--- config.mk ---
export PLATFORM = sky130hd
export DESIGN_NAME = quad_encoder_reader
export DESIGN_NICKNAME = d
export VERILOG_FILES = /design/src/rtl/quad_encoder_reader_pkg.sv /design/src/rtl/quad_encoder_reader_debounce.sv /design/src/rtl/quad_encoder_reader.sv
export SDC_FILE = /design/constraint.sdc
export NUM_CORES = 1
export LEC_CHECK = 0
export CORE_MARGIN = 2
export CORE_UTILIZATION = 30
export CTS_CLUSTER_SIZE = 30
export DETAILED_ROUTE_END_ITERATION = 8
export PLACE_DENSITY = 0.49
export RECOVER_POWER = 50
export SYNTH_ARGS = -nofsm -noshare
export SYNTH_HDL_FRONTEND = slang
export SYNTH_SLANG_ARGS = --single-unit
--- constraint.sdc ---
create_clock -name clk -period 4.2 [get_ports clk]
set_input_delay 0.42 -clock clk [delete_from_list [all_inputs] [get_ports clk]]
set_output_delay 0.42 -clock clk [all_outputs]
set_load 0.05 [all_outputs]
--- src/rtl/quad_encoder_reader_pkg.sv ---
// Shared encoder definitions: quadrature phase encodings, direction codes, dispatcher addresses.
// Latency: n/a (types, constants and pure functions only).
// Backpressure: n/a.
package quad_encoder_reader_pkg;

    // Gray-coded quadrature states, listed in CW order
    localparam logic [1:0] QUAD_S0 = 2'b00;
    localparam logic [1:0] QUAD_S1 = 2'b01;
    localparam logic [1:0] QUAD_S2 = 2'b11;
    localparam logic [1:0] QUAD_S3 = 2'b10;

    // Value driven on dir for each rotation sense
    localparam logic DIR_CW  = 1'b1;
    localparam logic DIR_CCW = 1'b0;

    // Read-dispatcher slots that the three encoder instances feed
    typedef enum logic [7:0] {
        ENC_ADDR_UD    = 8'h01,
        ENC_ADDR_LR    = 8'h02,
        ENC_ADDR_COLOR = 8'h04
    } encAddr_t;

    // Classification of one filtered A/B transition
    typedef enum logic [1:0] {
        STEP_NONE = 2'd0,
        STEP_CW   = 2'd1,
        STEP_CCW  = 2'd2,
        STEP_BAD  = 2'd3
    } quadStep_t;

    // Position of a Gray state around the cycle (0..3), so a step becomes a mod-4 difference
    function automatic logic [1:0] quadPhase(input logic [1:0] ab);
        logic [1:0] phase;
        case (ab)
            QUAD_S0: phase = 2'd0;
            QUAD_S1: phase = 2'd1;
            QUAD_S2: phase = 2'd2;
            default: phase = 2'd3;
        endcase
        return phase;
    endfunction

    // +1 around the cycle is CW, -1 is CCW, 2 means both channels flipped at once
    function automatic quadStep_t quadStepOf(input logic [1:0] prevAb, input logic [1:0] curAb);
        logic [1:0] delta;
        quadStep_t  step;
        delta = quadPhase(curAb) - quadPhase(prevAb);
        case (delta)
            2'd0:    step = STEP_NONE;
            2'd1:    step = STEP_CW;
            2'd3:    step = STEP_CCW;
            default: step = STEP_BAD;
        endcase
        return step;
    endfunction

endpackage

--- src/rtl/quad_encoder_reader_debounce.sv ---
// Two-flop synchroniser plus stability counter for one raw mechanical input.
// Latency: 2 sync cycles + DEBOUNCE_CYCLES of stable input before the filtered value moves.
// Backpressure: none; free-running, any disagreement shorter than the window is dropped.
module quad_encoder_reader_debounce
    import quad_encoder_reader_pkg::*;
#(
    parameter int DEBOUNCE_CYCLES = 1000
) (
    input  logic clk,
    input  logic rst_n,
    input  logic raw,
    output logic filtered
);

    localparam int CNT_W = (DEBOUNCE_CYCLES > 2) ? $clog2(DEBOUNCE_CYCLES) : 1;
    localparam logic [CNT_W-1:0] CNT_LAST = CNT_W'(DEBOUNCE_CYCLES - 1);

    logic             syncQ1;
    logic             syncQ2;
    logic [CNT_W-1:0] stableCnt;

    // Bring the asynchronous pin into the clk domain
    always_ff @(posedge clk or negedge rst_n) begin
        if (!rst_n) begin
            syncQ1 <= 1'b0;
            syncQ2 <= 1'b0;
        end else begin
            syncQ1 <= raw;
            syncQ2 <= syncQ1;
        end
    end

    // Accept a new level only after it has disagreed with the filtered value for the full window
    always_ff @(posedge clk or negedge rst_n) begin
        if (!rst_n) begin
            stableCnt <= '0;
            filtered  <= 1'b0;
        end else if (syncQ2 == filtered) begin
            stableCnt <= '0;
        end else if (stableCnt == CNT_LAST) begin
            stableCnt <= '0;
            filtered  <= syncQ2;
        end else begin
            stableCnt <= stableCnt + 1'b1;
        end
    end

endmodule

--- src/rtl/quad_encoder_reader.sv ---
// Quadrature encoder + button to clamped/wrapped 16-bit position for the read dispatcher.
// Latency: 2 (sync) + DEBOUNCE_CYCLES + 1 (decode) clk from a clean pin edge to pos/pos_valid.
// Backpressure: none; pos is a level the core reads at will, pos_valid is an unacknowledged pulse.
module quad_encoder_reader
    import quad_encoder_reader_pkg::*;
#(
    parameter int          DEBOUNCE_CYCLES  = 1000,
    parameter int          STEPS_PER_DETENT = 4,
    parameter logic [15:0] MIN_VAL          = 16'h0000,
    parameter logic [15:0] MAX_VAL          = 16'h00FF,
    parameter logic [15:0] RESET_VAL        = 16'h0080,
    parameter bit          WRAP             = 1'b0
) (
    input  logic        clk,
    input  logic        rst_n,
    input  logic        enc_a,
    input  logic        enc_b,
    input  logic        enc_btn,
    output logic [15:0] pos,
    output logic        pos_valid,
    output logic        dir,
    output logic        enc_err
);

    logic              aFilt;
    logic              bFilt;
    logic              btnFilt;
    logic [1:0]        prevAb;
    logic              btnPrev;
    logic signed [2:0] phaseAcc;

    logic [1:0]        curAb;
    quadStep_t         step;
    logic signed [3:0] accWide;
    logic signed [3:0] accNext;
    logic              detentUp;
    logic              detentDn;
    logic              btnRise;
    logic [16:0]       incVal;
    logic [16:0]       decVal;
    logic              upOver;
    logic              dnUnder;
    logic [15:0]       upVal;
    logic [15:0]       dnVal;
    logic              upMove;
    logic              dnMove;

    quad_encoder_reader_debounce #(.DEBOUNCE_CYCLES(DEBOUNCE_CYCLES)) uDebA (
        .clk      (clk),
        .rst_n    (rst_n),
        .raw      (enc_a),
        .filtered (aFilt)
    );

    quad_encoder_reader_debounce #(.DEBOUNCE_CYCLES(DEBOUNCE_CYCLES)) uDebB (
        .clk      (clk),
        .rst_n    (rst_n),
        .raw      (enc_b),
        .filtered (bFilt)
    );

    quad_encoder_reader_debounce #(.DEBOUNCE_CYCLES(DEBOUNCE_CYCLES)) uDebBtn (
        .clk      (clk),
        .rst_n    (rst_n),
        .raw      (enc_btn),
        .filtered (btnFilt)
    );

    // Classify the current transition and work out what a completed detent would do to pos.
    // The accumulator is widened so +/-STEPS_PER_DETENT is visible before it is cleared.
    always_comb begin
        curAb    = {aFilt, bFilt};
        step     = quadStepOf(prevAb, curAb);
        accWide  = {phaseAcc[2], phaseAcc};
        accNext  = accWide;
        case (step)
            STEP_CW:  accNext = accWide + 4'sd1;
            STEP_CCW: accNext = accWide - 4'sd1;
            STEP_BAD: accNext = 4'sd0;
            default:  accNext = accWide;
        endcase
        detentUp = (step == STEP_CW)  && (int'(accNext) == STEPS_PER_DETENT);
        detentDn = (step == STEP_CCW) && (int'(accNext) == -STEPS_PER_DETENT);
        btnRise  = btnFilt && !btnPrev;

        // 17-bit so stepping past 16'hFFFF or below zero still compares correctly against the limits
        incVal   = {1'b0, pos} + 17'd1;
        decVal   = {1'b0, pos} - 17'd1;
        upOver   = incVal > {1'b0, MAX_VAL};
        dnUnder  = decVal[16] || (decVal < {1'b0, MIN_VAL});
        upVal    = upOver  ? MIN_VAL : incVal[15:0];
        dnVal    = dnUnder ? MAX_VAL : decVal[15:0];
        upMove   = !upOver  || WRAP;
        dnMove   = !dnUnder || WRAP;
    end

    // Position/accumulator update; button recentre takes priority over a detent in the same cycle
    always_ff @(posedge clk or negedge rst_n) begin
        if (!rst_n) begin
            prevAb    <= 2'b00;
            btnPrev   <= 1'b0;
            phaseAcc  <= 3'sd0;
            pos       <= RESET_VAL;
            pos_valid <= 1'b0;
            dir       <= DIR_CW;
            enc_err   <= 1'b0;
        end else begin
            prevAb    <= curAb;
            btnPrev   <= btnFilt;
            enc_err   <= (step == STEP_BAD);
            pos_valid <= 1'b0;
            if (btnRise) begin
                phaseAcc  <= 3'sd0;
                pos       <= RESET_VAL;
                pos_valid <= (pos != RESET_VAL);
            end else if (detentUp) begin
                phaseAcc <= 3'sd0;
                dir      <= DIR_CW;
                if (upMove) begin
                    pos       <= upVal;
                    pos_valid <= 1'b1;
                end
            end else if (detentDn) begin
                phaseAcc <= 3'sd0;
                dir      <= DIR_CCW;
                if (dnMove) begin
                    pos       <= dnVal;
                    pos_valid <= 1'b1;
                end
            end else begin
                phaseAcc <= accNext[2:0];
            end
        end
    end

endmodule

# [Word-level counts from Yosys, hierarchy flattened]
# Index checks and enable logic that the tools add are counted.
[word_totals] regBits=64 output_inout_bits=19 input_bits=5 wordCells=93
[op_classes] bitwise_logic=4 magnitude_cmp=2 mux=25 n_reduce_logical=15 eq_ne=20 n_addsub=8
[op_table] operator="16-bit two-way mux" n=5
[op_table] operator="10-bit two-way mux" n=6
[op_table] operator="10-bit by 1-bit adder with 10-bit output, second input constant" n=3
[op_table] operator="10-bit equality test, second input constant" n=3
[op_table] operator="2-bit one-hot mux with 3 select lines" n=3
[op_table] operator="16-bit by 1-bit adder with 17-bit output, second input constant" n=1
[op_table] operator="17-bit by 8-bit greater-than comparator with 1-bit output, second input constant" n=1
[op_table] operator="17-bit by 1-bit < comparator with 1-bit output, second input constant" n=1
[op_table] operator="16-bit by 1-bit subtractor with 17-bit output, second input constant" n=1
[op_table] operator="16-bit by 8-bit != test with 1-bit output, second input constant" n=1
[op_table] operator="4-bit one-hot mux with 3 select lines" n=1
[op_table] operator="2-bit equality test, second input constant" n=5
[op_table] operator="3-bit two-way mux" n=3
[op_table] operator="2-bit by 1-bit equality test with 1-bit output, second input constant" n=4
[op_table] operator="2-bit AND reduction" n=4
[op_table] operator="1-bit two-way mux" n=7
[op_table] operator="2-bit logical NOT" n=3
[op_table] operator="3-bit != test, second input constant" n=2
[op_table] operator="3-bit by 2-bit adder with 4-bit output, second input constant" n=1
[op_table] operator="4-bit by 3-bit equality test with 1-bit output, second input constant" n=1
[op_table] operator="4-bit equality test, second input constant" n=1
[op_table] operator="1-bit NOT" n=4
[op_table] operator="3-bit by 2-bit subtractor with 4-bit output, second input constant" n=1
[op_table] operator="1-bit equality test" n=3
[op_table] operator="7 further kinds" n=9

# [Longest topological paths before layout]
# Gate-level depths: netlist of the first run.
[depth] word_depth=12 depth_mapped=17 mapped_depth_nobuf=15

# [Modules after synthesis]
# Synthesis of the first run repeated with hierarchy kept, for this count alone.
[hier_totals] hier_cells=417 hier_area_um2=3975.1
[by_module_without_submodules] module="quad_encoder_reader" area_per_inst_um2=2154.6 seq_area_each_um2=628.1 cells_each=252 n_inst=1
[by_module_without_submodules] module="quad_encoder_reader_debounce" area_per_inst_um2=606.8 seq_area_each_um2=325.3 cells_each=55 n_inst=3

# [Worst setup path before layout of the first run]
# Ideal clock, no wire load.
[synth_timing] path_kind="register to register" startpoint="register uDebA.filtered" endpoint="register pos[6]" arrival_time_ps=3605 path_stages_with_launch=15 setup_time_ps=120 path_buffers=1 path_slack_ps=475 period_less_slack_ps=3725 t_required_ps=4080 path_cell_list="dfrtp_1 -> ha_1 -> ha_1 -> xnor3_1 -> clkbuf_1 -> nor2_1 -> xor2_1 -> ha_1 -> nor3b_1 -> o211ai_1 -> a211oi_2 -> nand3_1 -> or3_1 -> a21o_1 -> and3_1"
[synth_via] elab_chain_cells=11 word_cells_on_any_way=23 cone_classes="add/sub: 1; eq/ne: 11; mux: 5; reduce/logical: 6"
[synth_lines] item="start, declared" line_no="quad_encoder_reader_debounce.sv:12" source="output logic filtered"
[synth_lines] item="start signal, assigned" line_no="quad_encoder_reader_debounce.sv:42" source="filtered <= syncQ2;"
[synth_lines] item="2-bit equality test (tied with other cells)" line_no="quad_encoder_reader_pkg.sv:34" source="case (ab)"
[synth_lines] item="2-bit one-hot mux with 3 select lines (*)" line_no="quad_encoder_reader_pkg.sv:34"
[synth_lines] item="2-bit subtractor (*)" line_no="quad_encoder_reader_pkg.sv:47" source="delta = quadPhase(curAb) - quadPhase(prevAb);"
[synth_lines] item="2-bit equality test (tied with other cells)" line_no="quad_encoder_reader_pkg.sv:48" source="case (delta)"
[synth_lines] item="2-bit one-hot mux with 3 select lines (*)" line_no="quad_encoder_reader_pkg.sv:48"
[synth_lines] item="2-bit equality test (tied with other cells)" line_no="quad_encoder_reader.sv:76" source="case (step)"
[synth_lines] item="4-bit one-hot mux with 3 select lines" line_no="quad_encoder_reader.sv:76"
[synth_lines] item="4-bit equality test / 4-bit by 3-bit equality test with 1-bit output (equally long branches)" line_no="quad_encoder_reader.sv:82, quad_encoder_reader.sv:83"
[synth_lines] item="1-bit logical AND (on tied branches)" line_no="quad_encoder_reader.sv:82, quad_encoder_reader.sv:83"
[synth_lines] item="3-bit != test (no source line) (tied with other cells)"
[synth_lines] item="3-bit AND reduction (no source line) / 16-bit two-way mux (equally long branches)"
[synth_lines] item="end signal, assigned" line_no="quad_encoder_reader.sv:120" source="pos <= upVal;"
[synth_lines] item="end signal, assigned" line_no="quad_encoder_reader.sv:127" source="pos <= dnVal;"
[synth_lines] item="end, declared" line_no="quad_encoder_reader.sv:19" source="output logic [15:0] pos,"
# Mark *: on every way between the ends. The rest lies on a longest branch, timed or not.
# A chain may end at the register's enable or synchronous reset.

# [Worst setup path in the final report of the first run]
[layout_timing] startpoint="register uDebB.filtered" endpoint="register pos[6]"
[layout_via] elab_chain_cells=11 word_cells_on_any_way=23 cone_classes="add/sub: 1; eq/ne: 11; mux: 5; reduce/logical: 6"
[layout_lines] item="start, declared" line_no="quad_encoder_reader_debounce.sv:12"
[layout_lines] item="start signal, assigned" line_no="quad_encoder_reader_debounce.sv:42"
[layout_lines] item="2-bit equality test (tied with other cells)" line_no="quad_encoder_reader_pkg.sv:34"
[layout_lines] item="2-bit one-hot mux with 3 select lines (*)" line_no="quad_encoder_reader_pkg.sv:34"
[layout_lines] item="2-bit subtractor (*)" line_no="quad_encoder_reader_pkg.sv:47"
[layout_lines] item="2-bit equality test (tied with other cells)" line_no="quad_encoder_reader_pkg.sv:48"
[layout_lines] item="2-bit one-hot mux with 3 select lines (*)" line_no="quad_encoder_reader_pkg.sv:48"
[layout_lines] item="2-bit equality test (tied with other cells)" line_no="quad_encoder_reader.sv:76"
[layout_lines] item="4-bit one-hot mux with 3 select lines" line_no="quad_encoder_reader.sv:76"
[layout_lines] item="4-bit equality test / 4-bit by 3-bit equality test with 1-bit output (equally long branches)" line_no="quad_encoder_reader.sv:82, quad_encoder_reader.sv:83"
[layout_lines] item="1-bit logical AND (on tied branches)" line_no="quad_encoder_reader.sv:82, quad_encoder_reader.sv:83"
[layout_lines] item="3-bit != test (no source line) (tied with other cells)"
[layout_lines] item="3-bit AND reduction (no source line) / 16-bit two-way mux (equally long branches)"
# Marks and branches as above.

==> metrics, run 1 <==
H-tree levels=3; DRC=0; Post-synth top cells=dfrtp_1, nor2_1, nand3_1; power per standard cell area=355.9 mW/mm^2; Top FF cell, synth=dfrtp_1; Setup violations, final=0; Synth Instances=400; total routed wirelength=8192 um; post_cts resized=0; hold slack=0.3454 ns; fraction of layout cells with a size suffix above 1=8.983%; Clock Latency Late Sink=0.33 ns; VDD IR max=151.6 uV; CTS tree=yes; GP Congestion=0.8401; global-route wire length before repair=13940 um; Rows=40; hold_sp=uDebBtn.syncQ1; M2 GR Usage=21.02%; via count=2942; Hold Crit Class=register to register; Yosys top cell area share=42.05%; sequential fraction of the synthesis area=43.47%; slowest stage cell on the critical path=a211oi_2; slew margin rel.=-56.33%; die area=0.01320 sq mm; Crit Path Class=register to register; vias in the first global route=2804; Post-synth ARST share=100.0%; max-slew violations=43; area leader, netlist=dfrtp_1; Critical path origin=uDebB.filtered; RSZ-0062 raised after global routing=no; largest net degree at the start of global routing=43; top-count cell post-synth=dfrtp_1; DP Wirelength=5588 um; Leakage=0.001850 uW; Die Y=114.9 um; number of max-cap violations=1; CTS Buf Count=9; Worst-path clk slew=0.06 ns; Buf/Inv on CP=1; Largest delay share family, worst path=simple AND/OR/NAND/NOR gates; maximum clock rate=0.2644 GHz; CP Data Required Time=4.42 ns; Slew @ Worst Pin=2.345 ns; final hold vios=0; total clock sinks=64; Tcrit/Tclk final=90.05%; Synth warnings=0; IO Count=24; Tot GR Track Use=13.39%; number of synthesized flops with an enable pin=0; final worst setup slack=0.4178 ns; # diodes=0; wire per inst=14.37 um; Mapped Nets=418; vias per std cell=5.161; critical path peak fanout=7; Iteration-0 DRC Markers=93; final antenna-violating net count=0; Chip Width=114.9 um; drt first pass iters=5; CP Capture Type=register; setup TNS=0 ns; post-layout minimum cycle time=3.782 ns; met1 Usage GRT=17.83%; worst r2r src=uDebB.filtered; Core Util, Final=36.43%; area growth from synthesis to layout=18.58%; Synth Register Bits=64; violated checks=capacitance limit, slew limit; Nets=436; Global Route met3 Usage=3.216%; Most Crowded Layer GR=met2; CP most frequent cell=ha_1; Setup Slack @ Placement=0.4760 ns; synth unique cells=60; gr ovfl total=0; Post-CTS Setup Repair Bufs=0; CTS Buffer Depth=2; clk_skew=0.004973 ns; crit path launch type=register; Post-CTS Hold Buffers=0; core area=0.01201 sq mm; Worst EP arrival=4.00 ns; mean post-synth cell area=9.224 sq um; worst path cell trace=inv_1 -> ha_1 -> ha_1 -> xnor3_1 -> nor2_1 -> xor2_1 -> ha_1 -> nor3b_1 -> o211ai_1 -> a211oi_2 -> nand3_1 -> or3_1 -> a21o_1 -> and3_1; Design Power=1557 uW; clk root buf=clkbuf_16; Crit path largest cell delay=0.48 ns; Post-Syn Area=0.003690 sq mm; initial antenna violation count=0; largest cells by area after synthesis=dfrtp_1, nor2_1, xnor2_1; Initial Utilization=30.72%; PortBufs=23; outcome=finished, violations left
[power by group]
part	internal (uW)	switching, uW	total (uW)
Sequential	627	6.58	633
Combinational	10.5	22.5	33.0
Clock	599	292	891
Total	1240	321	1560
[worst register-to-register path, delay by kind of cell, from the launching register on]
family / cells / cell delay, ns
adder cells (fa/ha/maj): 3 / 0.74
flip-flops: 1 / 0.39
AND/OR/NAND/NOR: 5 / 1.10
buffers and inverters: 1 / 0.08
XOR/XNOR: 2 / 0.52
AO/OA/AOI/OAI: 3 / 0.84
[per-layer routing]
layer | wire, um | vias to the layer above
met4 | 88 | 0
met3 | 298 | 6
li1 | - | 1447
met1 | 3953 | 1440
met5 | 0 | -
met2 | 3852 | 49
[through the flow]
| stage | cell area (sq um) | instances |
|---|---|---|
| CTS | 4380 | 570 |
| floorplan | 3690 | 400 |
| detailed placement | 4026 | 554 |
| finish | 4375 | 570 |
| global route | 4375 | 570 |
| global placement | 4026 | 554 |
[placed cells by master (no fill, tap or decap), types with 10 or more instances in the layout]
cell             count
dfrtp_1             62
nor2_1              58
nand3_1             26
nand2_1             25
xnor2_1             23
clkdlybuf4s50_1     19
inv_1               15
and3_1              13
a21oi_1             13
ha_1                13
nor3_1              11
nand4_1             10
xor2_1              10
[state kept, by name, indices dropped and copies added (netlist names)]
signal,count
uDebB.filtered,1
uDebA.syncQ1,1
pos,16
uDebBtn.syncQ1,1
phaseAcc,3
pos_valid,1
enc_err,1
uDebA.stableCnt,10
btnPrev,1
uDebB.syncQ2,1
prevAb,2
uDebB.syncQ1,1
uDebA.syncQ2,1
dir,1
uDebA.filtered,1
uDebB.stableCnt,10
uDebBtn.stableCnt,10
uDebBtn.syncQ2,1
uDebBtn.filtered,1
[worst paths after layout]
check / to / depth (start not counted) / slack (ns)
setup / recovery: pos[6] / 14 / 0.42
hold / removal: uDebBtn.syncQ2 / 0 / 0.35
hold reg to reg: uDebBtn.syncQ2 / 0 / 0.35
min in group asynchronous: uDebA.stableCnt[7] / 1 / 0.78
setup reg to reg: pos[6] / 14 / 0.42
max in group asynchronous: uDebA.filtered / 2 / 1.36
[cells by family after synthesis]
| kind of cell | Yosys count | share of synthesized area (%) |
|---|---|---|
| adder cells (fa/ha/maj) | 13 | 4.408 |
| flip-flops | 64 | 43.47 |
| AND/OR/NAND/NOR | 189 | 27.30 |
| multiplexers | 6 | 1.831 |
| buffers and inverters | 34 | 4.103 |
| AO/OA/AOI/OAI | 60 | 10.44 |
| XOR/XNOR | 34 | 8.443 |
[final cells by class]
| class | instances | area, sq um |
|---|---|---|
| Inverter | 15 | 56.30 |
| Sequential cell | 64 | 1604 |
| Multi-Input combinational cell | 302 | 1934 |
| Fill cell | 1230 | 7636 |
| Clock inverter | 6 | 115.1 |
| Timing Repair Buffer | 26 | 242.7 |
| Clock buffer | 10 | 239.0 |
| Tap cell | 147 | 183.9 |
Power figures use the tool's default switching activity.
==> run 2: changes to the inputs <==
- CORE_MARGIN: 2 -> not set
- PLACE_DENSITY: 0.49 -> not set
- SKIP_LAST_GASP: not set -> 1
==> metrics, run 2 (synthesized netlist as in run 1, its figures left out) <==
setup TNS=0 ns (unchanged); Tcrit/Tclk final=90.05% (about the same); switch share=20.54% (was 20.60%); PortBufs=23 (unchanged); total routed wirelength=8402 um (was 8192 um); fraction of layout cells with a size suffix above 1=9.176% (was 8.983%); reg2reg path depth=13 (was 14); CP most frequent cell=ha_1 (unchanged); VDD IR max=207.8 uV (was 151.6 uV); Slew @ Worst Pin=1.813 ns (was 2.345 ns); vias per std cell=5.210 (was 5.161); CTS Buffer Depth=2 (unchanged); Initial Utilization=30.72% (unchanged); Buf/Inv on CP=1 (unchanged); GP Congestion=0.8694 (was 0.8401); area growth from synthesis to layout=18.11% (was 18.58%); CP Data Required Time=4.46 ns (was 4.42 ns); H-tree levels=3 (unchanged); placed cell areas=0.004041 sq mm (was 0.004026 sq mm); Post-CTS Setup Repair Bufs=0 (unchanged); R2R Path End=pos[3] (was pos[6]); Worst EP arrival=4.04 ns (was 4.00 ns); Nets=438 (was 436); worst r2r src=uDebB.filtered (unchanged); Setup crit end=pos[3] (was pos[6]); Chip Width=112.9 um (was 114.9 um); post_cts resized=0 (unchanged); post-layout minimum cycle time=3.782 ns (about the same); Leakage=0.001852 uW (was 0.001850 uW); Iteration-0 DRC Markers=232 (was 93); Internal=1173 uW (was 1236 uW); total clock sinks=64 (unchanged); crit path launch type=register (unchanged); Worst-path clk slew=0.05 ns (was 0.06 ns); clk_skew=0.006152 ns (was 0.004973 ns); Crit Path Class=register to register (unchanged); Crit path largest cell delay=0.41 ns (was 0.48 ns); post-route cell area=0.004358 sq mm (was 0.004375 sq mm); Reg power frac=42.9% (was 40.7%); most frequent cells in the layout=dfrtp_1, nor2_1, nand3_1 (unchanged); Setup Slack @ Placement=0.4794 ns (was 0.4760 ns); Setup violations, final=0 (unchanged); core area=0.01201 sq mm (unchanged); Biggest register=pos (unchanged); largest net degree at the start of global routing=36 (was 43); CTS Buf Count=9 (unchanged); slowest stage cell on the critical path=nor4_4 (was a211oi_2); switching power total=303.2 uW (was 320.8 uW); max-slew violations=67 (was 43); maximum clock rate=0.2644 GHz (about the same); clk root buf=clkbuf_16 (unchanged); WP depth=13 (was 14); clock share of power=54.8% (was 57.2%); outcome=finished, violations left (unchanged); initial antenna violation count=0 (unchanged); global-route wire length before repair=14160 um (was 13940 um); via count=2980 (was 2942); Rows=40 (unchanged); violated checks=capacitance limit, slew limit (unchanged); RSZ-0062 raised after global routing=no (unchanged); layout filler cell count=1208 (was 1230); Die Y=112.9 um (was 114.9 um); # diodes=0 (unchanged); Clock Latency Late Sink=0.34 ns (was 0.33 ns); DP Wirelength=5834 um (was 5588 um); Post-CTS Hold Buffers=0 (unchanged); power per standard cell area=338.7 mW/mm^2 (was 355.9 mW/mm^2); Hold Crit Class=register to register (unchanged); Largest delay share family, worst path=simple AND/OR/NAND/NOR gates (unchanged); vias in the first global route=2834 (was 2804); Critical path origin=uDebB.filtered (unchanged); DRC=0 (unchanged); Comb power frac=2.2% (was 2.1%); final antenna-violating net count=0 (unchanged); commonest non-fill, non-tap cell in the layout=dfrtp_1 (unchanged); Core Util, Final=36.28% (was 36.43%); CP Capture Type=register (unchanged); drt first pass iters=6 (was 5); IO Count=24 (unchanged); flop2flop setup slack=0.42 ns (about the same); die area=0.01275 sq mm (was 0.01320 sq mm); CTS tree=yes (unchanged); number of max-cap violations=2 (was 1); final worst setup slack=0.4180 ns (was 0.4178 ns); worst path cell trace=inv_1 -> ha_1 -> ha_1 -> xnor3_1 -> nor2_1 -> xor2_1 -> ha_1 -> nor3b_1 -> nand3_1 -> nor4_4 -> a21oi_2 -> or3_1 -> a21oi_1 (was inv_1 -> ha_1 -> ha_1 -> xnor3_1 -> nor2_1 -> xor2_1 -> ha_1 -> nor3b_1 -> o211ai_1 -> a211oi_2 -> nand3_1 -> or3_1 -> a21o_1 -> and3_1); critical path peak fanout=17 (was 7); slew margin rel.=-20.88% (was -56.33%); wire per inst=14.69 um (was 14.37 um); max reg flops=16 (unchanged); final hold vios=0 (unchanged); Tot GR Track Use=14.21% (was 13.39%); gr ovfl total=0 (unchanged)
## run 2: power by group through the flow
stage | combinational, uW | sequential [uW] | clock (uW)
final | 32.9 | 634 | 810
after global routing | 39.0 | 634 | 853
after CTS | 35.8 | 634 | 828
after detailed placement | 35.4 | 644 | 0
after global placement | 34.6 | 644 | 0
after floorplan | 15.4 | 643 | 0
## run 2: metal layers
metal / wire length [um] / track usage (%)
met3: 545 / 4.821
met5: 0 / 0
met4: 244 / 6.667
met1: 3779 / 17.68
met2: 3832 / 22.22
## run 2: how the worst min path moves through the flow
stage / from / to / slack (ns) / depth (start not counted)
finish: uDebBtn.syncQ1 / uDebBtn.syncQ2 / 0.35 / 0
global route: uDebA.syncQ1 / uDebA.syncQ2 / 0.36 / 0
CTS: rst_n / phaseAcc[1] / 0.15 / 1
detailed placement: uDebA.syncQ1 / uDebA.syncQ2 / 0.34 / 0
global placement: uDebBtn.syncQ1 / uDebBtn.syncQ2 / 0.34 / 0
floorplan: rst_n / btnPrev / 0.12 / 0
## run 2: through the flow
| stage | power, uW | hold slack, ns | std cells |
|---|---|---|---|
| after detailed placement | 679.7 | 0.3380 | 556 |
| after floorplan | 658.3 | 0.1244 | 400 |
| after global routing | 1526 | 0.3596 | 572 |
| after CTS | 1497 | 0.1533 | 572 |
| after global placement | 678.7 | 0.3405 | 556 |
| final | 1476 | 0.3508 | 572 |
## run 2: area by class of cell
class,instances,area [sq um],area share [%]
Multi-Input combinational cell,302,1934,44.39
Sequential cell,64,1604,36.81
Timing Repair Buffer,28,257.7,5.914
Clock buffer,11,242.7,5.570
Tap cell,147,183.9,4.220
Clock inverter,5,78.83,1.809
Inverter,15,56.30,1.292
